==> src/rtl/sha256_pkg.sv <==
// Shared SHA-256 constants, schedule-word helper functions and FSM encoding.
// Imported by the message-schedule datapath blocks.
package sha256_pkg;

   localparam int SHA256_WORD_W = 32;
   localparam int SHA256_ROUNDS = 64;

   localparam int S0_ROT_A = 7;
   localparam int S0_ROT_B = 18;
   localparam int S0_SHR   = 3;
   localparam int S1_ROT_A = 17;
   localparam int S1_ROT_B = 19;
   localparam int S1_SHR   = 10;

   typedef enum logic {
      IDLE = 1'b0,
      RUN  = 1'b1
   } state_e;

   function automatic logic [SHA256_WORD_W-1:0] rotr(input logic [SHA256_WORD_W-1:0] x,
                                                     input int                        n);
      return (x >> n) | (x << (SHA256_WORD_W - n));
   endfunction

   function automatic logic [SHA256_WORD_W-1:0] small_sigma0(input logic [SHA256_WORD_W-1:0] x);
      return rotr(x, S0_ROT_A) ^ rotr(x, S0_ROT_B) ^ (x >> S0_SHR);
   endfunction

   function automatic logic [SHA256_WORD_W-1:0] small_sigma1(input logic [SHA256_WORD_W-1:0] x);
      return rotr(x, S1_ROT_A) ^ rotr(x, S1_ROT_B) ^ (x >> S1_SHR);
   endfunction

endpackage

==> src/rtl/sha256_w_next.sv <==
// Combinational next schedule word: W_t = s1(W_t-2) + W_t-7 + s0(W_t-15) + W_t-16, wrapping mod 2^32.
// Shared between this window reader and the pipelined schedule stages.
module sha256_w_next
   import sha256_pkg::*;
(
   input  logic [SHA256_WORD_W-1:0] w_tm16,
   input  logic [SHA256_WORD_W-1:0] w_tm15,
   input  logic [SHA256_WORD_W-1:0] w_tm7,
   input  logic [SHA256_WORD_W-1:0] w_tm2,
   output logic [SHA256_WORD_W-1:0] w_new
);

   assign w_new = small_sigma1(w_tm2) + w_tm7 + small_sigma0(w_tm15) + w_tm16;

endmodule

==> src/rtl/sha256_w_stream_reader.sv <==
// Loads one padded 512-bit block into a 16-word sliding window and streams W_0..W_63
// with ready/valid backpressure, deriving each new word as the window slides.
module sha256_w_stream_reader
   import sha256_pkg::*;
#(
   parameter int WORD_W = SHA256_WORD_W,
   parameter int ROUNDS = SHA256_ROUNDS
) (
   input  logic                 CLK,
   input  logic                 RST,
   input  logic                 blk_valid,
   output logic                 blk_ready,
   input  logic [16*WORD_W-1:0] blk_in,
   input  logic                 flush,
   output logic                 w_valid,
   input  logic                 w_ready,
   output logic [WORD_W-1:0]    w_out,
   output logic [5:0]           w_idx,
   output logic                 w_last
);

   localparam logic [5:0] LAST_IDX = 6'(ROUNDS - 1);

   state_e            state_q;
   logic [5:0]        cnt_q;
   logic [5:0]        cnt_d;
   logic [WORD_W-1:0] window_q [16];
   logic [WORD_W-1:0] w_new;
   logic              blk_ready_q;
   logic              w_valid_q;
   logic              w_last_q;

   // window_q[0] is always the word on display, so the taps sit at fixed offsets.
   sha256_w_next u_w_next (
      .w_tm16 (window_q[0]),
      .w_tm15 (window_q[1]),
      .w_tm7  (window_q[9]),
      .w_tm2  (window_q[14]),
      .w_new  (w_new)
   );

   assign cnt_d = cnt_q + 6'd1;

   // NOTE: all state here uses non-blocking assignments so every register samples
   // pre-edge values; a blocking shift would ripple one word through the whole window.
   always_ff @(posedge CLK or negedge RST) begin
      if (!RST) begin
         state_q     <= IDLE;
         cnt_q       <= '0;
         blk_ready_q <= 1'b1;
         w_valid_q   <= 1'b0;
         w_last_q    <= 1'b0;
         // NOTE: the window is a register array, not a RAM, so it can take the async reset.
         for (int i = 0; i < 16; i++) window_q[i] <= '0;
      end else if (flush) begin
         state_q     <= IDLE;
         cnt_q       <= '0;
         blk_ready_q <= 1'b1;
         w_valid_q   <= 1'b0;
         w_last_q    <= 1'b0;
      end else begin
         case (state_q)
            IDLE: begin
               if (blk_valid) begin
                  for (int i = 0; i < 16; i++)
                     window_q[i] <= blk_in[(16*WORD_W-1) - i*WORD_W -: WORD_W];
                  cnt_q       <= '0;
                  state_q     <= RUN;
                  blk_ready_q <= 1'b0;
                  w_valid_q   <= 1'b1;
                  w_last_q    <= 1'b0;
               end
            end
            RUN: begin
               if (w_ready) begin
                  for (int i = 0; i < 15; i++) window_q[i] <= window_q[i+1];
                  window_q[15] <= w_new;
                  if (cnt_q == LAST_IDX) begin
                     state_q     <= IDLE;
                     cnt_q       <= '0;
                     blk_ready_q <= 1'b1;
                     w_valid_q   <= 1'b0;
                     w_last_q    <= 1'b0;
                  end else begin
                     cnt_q    <= cnt_d;
                     w_last_q <= (cnt_d == LAST_IDX);
                  end
               end
            end
            default: state_q <= IDLE;
         endcase
      end
   end

   assign blk_ready = blk_ready_q;
   assign w_valid   = w_valid_q;
   assign w_last    = w_last_q;
   assign w_out     = window_q[0];
   assign w_idx     = cnt_q;

endmodule

==> config.mk <==
export PLATFORM = sky130hd
export DESIGN_NAME = sha256_w_stream_reader
export DESIGN_NICKNAME = d
export VERILOG_FILES = /design/src/rtl/sha256_pkg.sv /design/src/rtl/sha256_w_next.sv /design/src/rtl/sha256_w_stream_reader.sv
export SDC_FILE = /design/constraint.sdc
export NUM_CORES = 1
export LEC_CHECK = 0
export CAP_MARGIN = 20
export CORE_MARGIN = 4
export CORE_UTILIZATION = 60
export DETAILED_ROUTE_END_ITERATION = 8
export DONT_BUFFER_PORTS = 1
export MAX_ROUTING_LAYER = met4
export PLACE_DENSITY_LB_ADDON = 0.08
export SLEW_MARGIN = 10
export SYNTH_ARGS = -nofsm -noshare
export SYNTH_HDL_FRONTEND = slang
export SYNTH_SLANG_ARGS = --single-unit
==> constraint.sdc <==
create_clock -name CLK -period 11.3 [get_ports CLK]
set_input_delay 2.26 -clock CLK [delete_from_list [all_inputs] [get_ports CLK]]
set_output_delay 2.26 -clock CLK [all_outputs]
set_load 0.03 [all_outputs]
* Yosys cells after proc, flatten, opt, wreduce, memory -nomap -nowiden
Index checks and enable logic that the tools add are counted.
** Word-level totals
- Register bits after elaboration :: 522
- Latch bits :: 0
- Bits in writable memories :: 0
- Memory bits (read-only) :: 0
- Bits of input ports :: 517
- Output and inout bits :: 41
- Memories :: 0
** Operators by class
- Add/subtract/negate cells :: 4
- Multipliers :: 0
- Div/mod/pow operators :: 0
- $lt $le $gt $ge :: 0
- Eq/ne operators :: 7
- Shifts and indexed selects :: 0
- Muxes and demuxes :: 27
- Bitwise operators :: 10
- Reduce and logical (&&, ||, !) cells :: 3
** Operators by type and width (number)
- 2-to-1 mux 512 bit :: 2
- one-hot mux 512 bit (2 select lines) :: 1
- adder 32 bit :: 3
- bitwise XOR 32 bit :: 2
- bitwise OR 13 x 32 -> 32 bit :: 1
- bitwise OR 14 x 32 -> 32 bit :: 1
- bitwise OR 15 x 32 -> 32 bit :: 1
- bitwise OR 25 x 32 -> 32 bit :: 1
- bitwise XOR 32 x 22 -> 32 bit :: 1
- bitwise XOR 32 x 29 -> 32 bit :: 1
- 2-to-1 mux 6 bit :: 4
- 2-to-1 mux 1 bit :: 15
- == test 6 bit, second input constant :: 2
- one-hot mux 6 bit (2 select lines) :: 1
- one-hot mux 1 bit (2 select lines) :: 4
- adder 6 x 1 -> 6 bit, second input constant :: 1
- != test 3 bit, second input constant :: 2
- AND reduction 3 bit :: 2
- != test 2 bit, second input constant :: 2
- != test 3 x 2 -> 1 bit, second input constant :: 1
- NOT 1 bit :: 2
- AND reduction 2 bit :: 1

* Longest topological paths before layout
Gate-level depths: netlist of the first run.
- Depth in word-level cells :: 8
- Mapped depth :: 16

* Modules after synthesis
A second synthesis of the first run with hierarchy kept.
** Second synthesis, totals
- Cells, all modules :: 2802
- Area, all modules :: 28278.4 um^2
** Modules (own cells, without submodules)
- sha256_w_stream_reader :: times used 1, cells each 2315, area an instance 24088.1 um^2, sequential area each 13063.8 um^2
- sha256_w_next :: times used 1, cells each 487, area an instance 4190.3 um^2, sequential area each 0.0 um^2

* Worst setup path after synthesis of the first run
No wires, ideal clock.
- Path kind :: register -> register
- Start :: reg window_q[50] (netlist name)
- End :: reg window_q[21] (netlist name)
- Setup time :: 135 ps
- Arrival time :: 3769 ps
- Required time :: 11165 ps
- Path slack :: 7396 ps
- Stages on the path, launching flop included :: 15
- Buffers on the path :: 1
- Period minus slack after synthesis :: 3904 ps
- Path through :: dfrtp_1 clkbuf_1 xnor2_1 xnor2_1 fa_1 fa_1 ha_1 fa_1 a211oi_1 nor2_1 o21ai_0 o21ai_0 a21oi_1 xor2_1 o21ai_0
** Between the ends
- Cells in the longest elaborated chain, start to end :: 8
** RTL lines
- from (decl) :: line sha256_w_stream_reader.sv:27 : logic [WORD_W-1:0] window_q [16];
- from (signal, indexed assignment) :: line sha256_w_stream_reader.sv:66 : window_q[i] <= blk_in[(16*WORD_W-1) - i*WORD_W -: WORD_W];
- bitwise OR 15 x 32 -> 32 bit :: line sha256_pkg.sv:22 : return (x >> n) | (x << (SHA256_WORD_W - n));
- bitwise XOR 32 bit :: line sha256_pkg.sv:30 : return rotr(x, S1_ROT_A) ^ rotr(x, S1_ROT_B) ^ (x >> S1_SHR);
- bitwise XOR 32 x 22 -> 32 bit (*) :: line sha256_pkg.sv:30
- adder 32 bit (*) (3 in series) :: line sha256_w_next.sv:13 : assign w_new = small_sigma1(w_tm2) + w_tm7 + small_sigma0(w_tm15) + w_tm16;
- 2-to-1 mux 512 bit (*) :: line sha256_w_stream_reader.sv:75 : if (w_ready) begin
- one-hot mux 512 bit (2 select lines) (*) :: line sha256_w_stream_reader.sv:62 : case (state_q)
Mark *: on every way between the ends. The rest lies on a longest branch, timed or not. The select of a mux whose other input is x is not followed.
A chain may end at the register's enable or synchronous reset.

* Worst setup path after layout of the first run
- Start :: reg window_q[456] (netlist name)
- End :: reg window_q[21] (netlist name)
** Between the ends
- Cells in the longest elaborated chain, start to end :: 7
** RTL lines
- bitwise OR 25 x 32 -> 32 bit :: line sha256_pkg.sv:22
- bitwise XOR 32 bit :: line sha256_pkg.sv:26 : return rotr(x, S0_ROT_A) ^ rotr(x, S0_ROT_B) ^ (x >> S0_SHR);
- bitwise XOR 32 x 29 -> 32 bit (*) :: line sha256_pkg.sv:26
- adder 32 bit (*) (2 in series) :: line sha256_w_next.sv:13
- 2-to-1 mux 512 bit (*) :: line sha256_w_stream_reader.sv:75
- one-hot mux 512 bit (2 select lines) (*) :: line sha256_w_stream_reader.sv:62
Marks and branches as above.

==> run metrics, run 1 <==
crit path cell chain=xnor2_1 -> xnor2_1 -> fa_1 -> fa_1 -> ha_1 -> fa_1 -> a211oi_1 -> nor2_1 -> o21ai_0 -> o21ai_0 -> a21oi_1 -> xor2_1 -> o21ai_0; later-pin clock latency in the skew report=640 ps; share of cells above drive strength 1=between 4 and 5%; Synth Register Bits=522; Synth Cell Area=28,500 um2; status=completed; Mapped Cells=a little under 3,000; CTS sink cnt=about 520; Num CTS Buffers=54; Max Transition Viols Final=0; cts repair resizes=0; Routability Congestion=~1; period utilisation layout=between 40% and 50%; Max Cap Viol=0; Worst setup SP type=flop; IO Pins=approximately 560; RSZ-0062 raised after global routing=false; Crit path max-delay family=adder cells; Clock Power Share=~18%; Fin. Hold Viols=0; Yosys top cell area share=between 40% and 50%; crit end category=flop; global-route wire length before repair=about 130,000 um; number of buffers added on ports=0; Design Area, Final=30,100 um2; Hold Path Class=reg2reg; # DRC=0; Setup Viol. Count Final=0; CP endpoint=window_q[21]; worst vdd ir=0.290 mV; critical path class=reg2reg; Worst path max stage delay=~620 ps; PwrDens=~340 nW/um2; Vias=slightly above 20,000; Clk pin slew, worst setup/hold paths=around 60 ps; clk_skew=between 40 and 50 ps; number of cells on the worst reg-to-reg path=13; max_slew headroom=0.659%; Initial Utilization=between 60% and 70%; clk buf depth=3; Root Buffer=clkbuf_16; stages on the worst setup path=13; Setup TNS=0 ps; fin nets=3,347; part of the power in combinational logic=55.4%; Slowest-stage cell, CP=o21ai_0; Die W=about 230 um; area leader, netlist=dfrtp_1; Placed Area=between 20,000 and 30,000 um2; Worst Path Required=11,790 ps; Avg Cell Area, Syn=about 9.8 um2; Syn. warnings=0; P&R area growth vs syn=5.59%; Placement Setup Slack=a little under 6000 ps; TritonCTS clock tree=done; Cell variety after synth=57; Synth Net Count=roughly 3,500; via count of the first global-routing pass=about 20,000; DR WL/cell=between 20 and 30 um; Avg Vias per Cell=between 6 and 7; core area=46,800 um2; Site Rows=79; DRT Pass-1 Iters=5; Pleak=around 0.014 uW; Int Power=between 5000 and 6000 uW; CP Launch Point=window_q[456]; Final Worst Setup Slack=roughly 6300 ps; GRT Util Overall=between 30 and 40%; Worst-Margin Slew=between 1000 and 1500 ps; DIE AREA=51,100 um2; Post-Route WL=93,400 um; initial antenna violation count=14; antenna violation net count after detailed routing=0; Switching Share=48.1%; register area share after synthesis=about 46%; number of synthesized flops with an enable pin=0; DIE HEIGHT=around 230 um; Area contributors post-synth=dfrtp_1 46%, mux2i_1 17%, o21ai_0 9.4%; CP arrival=5530 ps; Achievable Freq=198 MHz; RR Endpoint=window_q[21]; pin count of the biggest net entering global routing=~520; worst flop-to-flop path startpoint=window_q[456]; sequential power share=approximately 27%; worst reg-to-reg setup slack=between 6000 and 7000 ps; HPWL Detailed=about 73,000 um; post-route minimum period=approximately 5000 ps; setup bufs post-CTS=0; Synth Flop Type=dfrtp_1; hold_buf cts=0; CTS H-tree lvls=2; grt total ovfl=0; sw power=about 5000 uW; CP max FO=5; Initial DRC Count=2,038; Buf+Inv Stages, Crit Path=0; fraction of registers with async set/reset=100%
power groups by stage:
stage          clock, uW  combinational (uW)  sequential [uW]
2_1_floorplan          0                4130             2480
4_1_cts             1860                5710             2780
3_5_place_dp           0                5670             2810
5_1_grt             1940                6240             2820
6_report            1840                5750             2790
3_3_place_gp           0                5650             2790
worst register-to-register path: stages (launching register included):
cell and delay [ps]:
dfrtp_1 510, xnor2_1 210, xnor2_1 410, fa_1 520
fa_1 470, ha_1 250, fa_1 490, a211oi_1 360
nor2_1 130, o21ai_0 620, o21ai_0 280, a21oi_1 240
xor2_1 290, o21ai_0 120
metal layers:
layer	vias to the layer above	routed length, um	global-route usage, %	part of all wire [%]
li1	9441	-	-	-
met1	10100	37500	47.1	40
met2	759	44700	58.3	48
met3	131	8310	10.2	8.9
met4	0	2870	11.0	3.1
met5	-	0	-	0
area by class of cell:
type | count | area [um2]
Antenna cell | 14 | 35.0
Clock buffer | 82 | 1630
Clock inverter | 19 | 228
Fill cell | 3863 | 16600
Inverter | 134 | 503
Multi-Input combinational cell | 2005 | 13800
Sequential cell | 522 | 13100
Tap cell | 607 | 759
Timing Repair Buffer | 18 | 148
placed cells by master, fill, tap and decap left out, drive strengths merged, types with 3 or more instances in the layout:
cell / instances
a211oi: 4
a21o: 4
a21oi: 56
a31oi: 7
a41oi: 4
and3: 19
buf: 18
bufinv: 3
clkbuf: 82
clkinv: 15
dfrtp: 521
diode: 14
fa: 62
ha: 33
inv: 135
mux2i: 488
nand2: 529
nand3: 10
nand4: 9
nor2: 37
nor3: 6
o211ai: 6
o21a: 5
o21ai: 539
o21bai: 4
o22ai: 5
o31ai: 3
xnor2: 120
xor2: 26
cells in the mapped netlist (2+ instances only):
library cell and number:
nand2_1 529, nor3_1 6, ha_1 33, clkbuf_1 162, a2111oi_0 2, o211ai_1 6
a41oi_1 4, nor2b_1 2, o21ai_0 537, and2_1 2, nand4_1 8, o21bai_1 4
o21a_1 5, or4b_1 2, a211o_1 2, and3_1 18, a211oi_1 4, o22ai_1 5
xor2_1 26, a21o_1 4, buf_2 62, o31ai_1 3, a21boi_0 2, a31oi_1 7
buf_1 5, fa_1 62, o21ai_1 2, a21oi_1 55, nor2_1 36, xnor2_1 120
dfrtp_1 521, inv_1 134, mux2i_1 488, buf_4 36, nand3_1 10
logic make-up after synthesis:
logic type / Yosys count / synth area share [%]
multiplexers: 488 / 17.1
adder cells (fa/ha/maj): 95 / 5.80
flip-flops: 522 / 45.8
XOR/XNOR: 146 / 4.48
AND/OR/NAND/NOR: 625 / 8.85
AO/OA/AOI/OAI: 651 / 12.0
buffers and inverters: 399 / 5.99
sequential cells by signal, indices dropped and copies added, names as in the netlist:
signal and flops:
window_q 480, w_out 32, w_idx 6, blk_ready 1
state_q 1, w_last 1, w_valid 1
worst min-delay path by stage:
stage | startpoint | depth (start not counted) | slack, ps | endpoint
6_report | window_q[122] | 2 | 480 | window_q[122]
5_1_grt | window_q[371] | 2 | 500 | window_q[371]
4_1_cts | window_q[148] | 2 | 480 | window_q[148]
3_5_place_dp | window_q[182] | 2 | 470 | window_q[182]
3_3_place_gp | window_q[180] | 2 | 460 | window_q[180]
2_1_floorplan | window_q[0] | 2 | 450 | window_q[0]
per-stage QoR:
stage / cells / power, uW / utilization [%] / hold WS, ps
global route: 3401 / 11000 / 64.4 / 497
CTS: 3387 / 10300 / 64.4 / 483
global placement: 3286 / 8440 / 60.4 / 461
finish: 3401 / 10400 / 64.4 / 478
floorplan: 2926 / 6600 / - / 450
detailed placement: 3286 / 8470 / 60.4 / 470
Power figures use the tool's default switching activity.
==> run 2, diff against run 1 <==
- clock period: 11.3 -> 5 ns (I/O delays scaled with it)
==> run 2 against run 1 <==
  * The run now ends with slew limit left
  * Cell area up 0.98%
  * Core utilization up 0.63 points
  * Total power up 120%
  * Non-clock buffer count up 14
  * Critical path depth unchanged
  * Via count up 0.76%
  * Count of clock-buffer cells in the layout up 1
  * Setup slack worse by 5800 ps
  * Routed wire length up 2.5%
  * Clock power up 130%
  * Sequential power up 120%
  * Largest power group unchanged
==> run metrics, run 2 (synthesis gave the netlist of run 1 again) <==
status=complete, but fails checks; failing checks=slew limit; CTS sink cnt=between 500 and 600; Vias=between 20,000 and 25,000; fin nets=3,363; Root Buffer=clkbuf_16; Placed Area=approximately 28,000 um2; HPWL Detailed=about 75,000 um; RSZ-0062 raised after global routing=false; pin count of the biggest net entering global routing=between 500 and 600; Routability Congestion=around 1.0; TritonCTS clock tree=done; Top reg by flops=window_q; Hold Path Class=in2async; commonest non-fill, non-tap cell in the layout=o21ai_0; Achievable Freq=between 200 and 250 MHz; DIE HEIGHT=226 um; # DRC=0; commonest non-fill, non-tap cells in the layout=537 x o21ai_0, 529 x nand2_1, 520 x dfrtp_1; antenna violation net count after detailed routing=0; via count of the first global-routing pass=between 20,000 and 25,000; max_slew headroom=-3.47%; max FFs per register=480; worst vdd ir=0.546 mV; crit end category=flop; Site Rows=just under 80; Pleak=0.0139 uW; setup bufs post-CTS=0; clk_skew=around 18 ps; CP max FO=5; number of buffers added on ports=0; Worst-Margin Slew=between 1500 and 2000 ps; GRT Util Overall=37.7%; clk buf depth=3; grt total ovfl=0; Initial Utilization=approximately three fifths; Clk pin slew, worst setup/hold paths=roughly 60 ps; Worst Path Required=around 5500 ps; post-route minimum period=between 4000 and 5000 ps; Max Transition Viols Final=75; critical path class=reg2reg; period utilisation layout=91.7%; Design Area, Final=30,400 um2; Initial DRC Count=about 1,900; core area=46,800 um2; Post-Route WL=95,700 um; CTS H-tree lvls=2; Num CTS Buffers=56; Worst setup SP type=flop; share of cells above drive strength 1=4.83%; Avg Vias per Cell=6.00; later-pin clock latency in the skew report=between 600 and 700 ps; DR WL/cell=27.9 um; initial antenna violation count=29; DRT Pass-1 Iters=5; Setup Viol. Count Final=0; Die W=about 230 um; global-route wire length before repair=between 100,000 and 150,000 um; Fin. Hold Viols=0; P&R area growth vs syn=6.63%; PwrDens=roughly 770 nW/um2; CP arrival=about 5000 ps; Setup TNS=0 ps; DIE AREA=between 50,000 and 60,000 um2; IO Pins=between 500 and 600; Max Cap Viol=0
## run 2: cell count changes in the layout (fill, tap and decap cells not counted), moves of 2 or more
cell       before  now
buf_12          1    9
buf_4          17   23
clkbuf_1       11    9
clkbuf_16      54   57
clkinv_16       2    0
clkinv_2       12   10
diode_2        14   29
inv_16          0    2
## run 2: final timing paths
kind	slack, ps	start	endpoint	cells past startpoint
worst max-delay path	410	window_q[467]	window_q[31]	13
min in group CLK	440	flush	w_valid	1
max in group asynchronous	3670	RST	window_q[97]	0
worst min register to register	480	window_q[177]	window_q[177]	2
worst max register to register	410	window_q[467]	window_q[31]	13
worst min-delay path	80	RST	window_q[344]	0
## run 2: layout make-up
type	instances	area [um2]
fill	3881	16300
multi-input combinational	2005	13800
sequential	522	13100
clock buffer	83	1690
tap	607	759
inverter	134	503
timing repair buffer	32	353
clock inverter	18	205
antenna	29	72.6
## run 2: layer usage
| layer | vias to the layer above | GRT usage (%) | wire, um |
|---|---|---|---|
| li1 | 9506 | - | - |
| met1 | 10100 | 46.7 | 37600 |
| met4 | 0 | 17.3 | 4580 |
| met2 | 827 | 56.9 | 44300 |
| met3 | 176 | 12.2 | 9250 |
| met5 | - | - | 0 |
## run 2: metrics by stage
step | total power, uW | std cells | util, % | hold WS (ps) | setup slack (ps)
after global routing | 24800 | 3429 | 65.1 | 55.4 | 163
after CTS | 23200 | 3401 | 64.9 | 60.7 | 352
after detailed placement | 18800 | 3300 | 60.8 | 470 | 365
after floorplan | 14900 | 2926 | - | 450 | 1100
after global placement | 18800 | 3300 | 60.8 | 460 | 357
final | 23300 | 3430 | 65.1 | 80.9 | 414
## run 2: report_power, final
group | switching, uW | internal [uW]
Sequential | 1140 | 5130
Clock | 1790 | 2500
Combinational | 8020 | 4760
Total | 10900 | 12400
## run 2: what timing repair did
| action | CTS | global route |
|---|---|---|
| hold buffers | 0 | 0 |
| endpoints found under the setup margin | 0 | 1 |
| resized for setup | 0 | 1 |
## run 2: critical path: stages, from the launching register on
cell and delay (ps):
dfrtp_1 450, xnor2_1 190, xnor2_2 300, fa_1 490, fa_1 440, ha_1 240
fa_1 490, a211oi_1 500, o21ai_0 220, a22oi_1 290, a31oi_1 250, a41oi_1 310
xnor2_1 150, o22ai_1 100
==> run 3, diff against run 2 <==
- CTS_CLUSTER_SIZE: not set -> 24
- SKIP_CTS_REPAIR_TIMING: not set -> 1
- clock period: 5 -> 5.9 ns (I/O delays scaled with it)
==> run 3 against run 2 <==
  * The run now ends clean
  * Core utilization is 0.34 points lower
  * Global-route usage decreased by 0.27 points
  * Die area unchanged
  * Largest cell class unchanged
  * Non-clock buffer count shrank 13
  * Critical path type unchanged
==> run metrics, run 3 (synthesis gave the netlist of run 1 again) <==
status=completed; Post-Route WL=approximately 95,000 um; Setup Viol. Count Final=0; max FFs per register=480; Fin. Hold Viols=0; Root Buffer=clkbuf_16; initial antenna violation count=26; worst reg-to-reg setup slack=about 960 ps; Hold Path Class=in2async; via count of the first global-routing pass=a little over 20,000; Top reg by flops=window_q; DIE AREA=about 51,000 um2; CP arrival=5420 ps; number of buffers added on ports=0; Worst Path Required=6380 ps; P&R area growth vs syn=6.07%; grt total ovfl=0; PwrDens=approximately 650 nW/um2; Initial DRC Count=roughly 2,200; Setup TNS=0 ps; crit end category=flop; Placed Cells=around 3,300; Site Rows=79; Clk pin slew, worst setup/hold paths=approximately 70 ps; later-pin clock latency in the skew report=roughly 630 ps; Worst-Margin Slew=about 1400 ps; DIE HEIGHT=approximately 230 um; pin count of the biggest net entering global routing=523; CTS sink cnt=between 500 and 600; fin nets=around 3,300; Pleak=about 0.014 uW; DRT Pass-1 Iters=5; commonest non-fill, non-tap cell in the layout=o21ai_0; # DRC=0; Avg Vias per Cell=~6.0; Die W=226 um; Max Transition Viols Final=0; Worst setup SP type=flop; Layout Cells excl Fill=about 3,400; RSZ-0062 raised after global routing=false; max_slew headroom=4.82%; post-route minimum period=4940 ps; number of cells on the worst reg-to-reg path=13; Vias=just over 20,000; HPWL Detailed=~74,000 um; CP max FO=5; GRT Util Overall=37.5%; IO Pins=roughly 560; DR WL/cell=around 28 um; commonest non-fill, non-tap cells in the layout=537 x o21ai_0, 529 x nand2_1, 520 x dfrtp_1; clk buf depth=3; Achievable Freq=just over 200 MHz; CTS H-tree lvls=2; core area=between 40,000 and 50,000 um2; share of cells above drive strength 1=under 10%; critical path class=reg2reg; period utilisation layout=83.8%; Initial Utilization=61.0%; TritonCTS clock tree=done; Routability Congestion=0.995; Num CTS Buffers=54; worst vdd ir=about 0.47 mV; global-route wire length before repair=approximately 130,000 um; clk_skew=~36 ps; Filler cells=about 3,900; antenna violation net count after detailed routing=0; Max Cap Viol=0
run 3: worst max-delay path: stages, from the launching register on:
cell and delay [ps]:
dfrtp_1 450, xnor2_1 170, xnor2_1 420, fa_1 540
fa_1 450, ha_1 240, fa_1 490, a211oi_1 430
nor2_1 140, o21ai_0 730, o21ai_0 280, a21oi_1 240
xor2_1 150, o21ai_0 80
run 3: path summary, 6_finish.rpt:
path,start,endpoint
max in group asynchronous,RST,window_q[6]
min in group CLK,window_q[377],window_q[377]
worst max register to register,window_q[456],window_q[21]
worst min register to register,window_q[377],window_q[377]
worst max-delay path,window_q[456],window_q[21]
worst min-delay path,RST,window_q[345]
run 3: area by class of cell:
type	instances	area [um2]	share of cell area (%)
diodes	28	70.1	0.232
inverters	134	503	1.66
well taps	607	759	2.51
clock buffers	79	1590	5.24
flip-flops and latches	522	13100	43.2
clock inverters	20	277	0.914
multi-input cells	2005	13800	45.5
repair buffers	19	243	0.802
run 3: stage by stage:
step	utilization (%)	area, um2	total power, uW	hold WS, ps	setup slack, ps
after floorplan	-	28500	12600	450	2000
after global placement	60.6	28300	15800	461	1000
after detailed placement	60.6	28300	15800	470	1010
after CTS	64.6	30200	19400	234	1000
after global routing	64.7	30300	20900	233	718
final	64.7	30300	19600	255	958
run 3: metal layers:
| metal | share of wire [%] | vias up | track usage, % | wire (um) |
|---|---|---|---|---|
| met5 | 0 | - | - | 0 |
| met4 | 4.0 | 0 | 14.8 | 3800 |
| met3 | 10 | 150 | 12.4 | 9670 |
| met2 | 47 | 812 | 57.6 | 44400 |
| met1 | 39 | 9937 | 46.2 | 36900 |
| li1 | - | 9469 | - | - |
run 3: where the power goes:
group	internal (uW)	switching, uW
clock network	2050	1520
registers	4350	981
logic	3970	6700
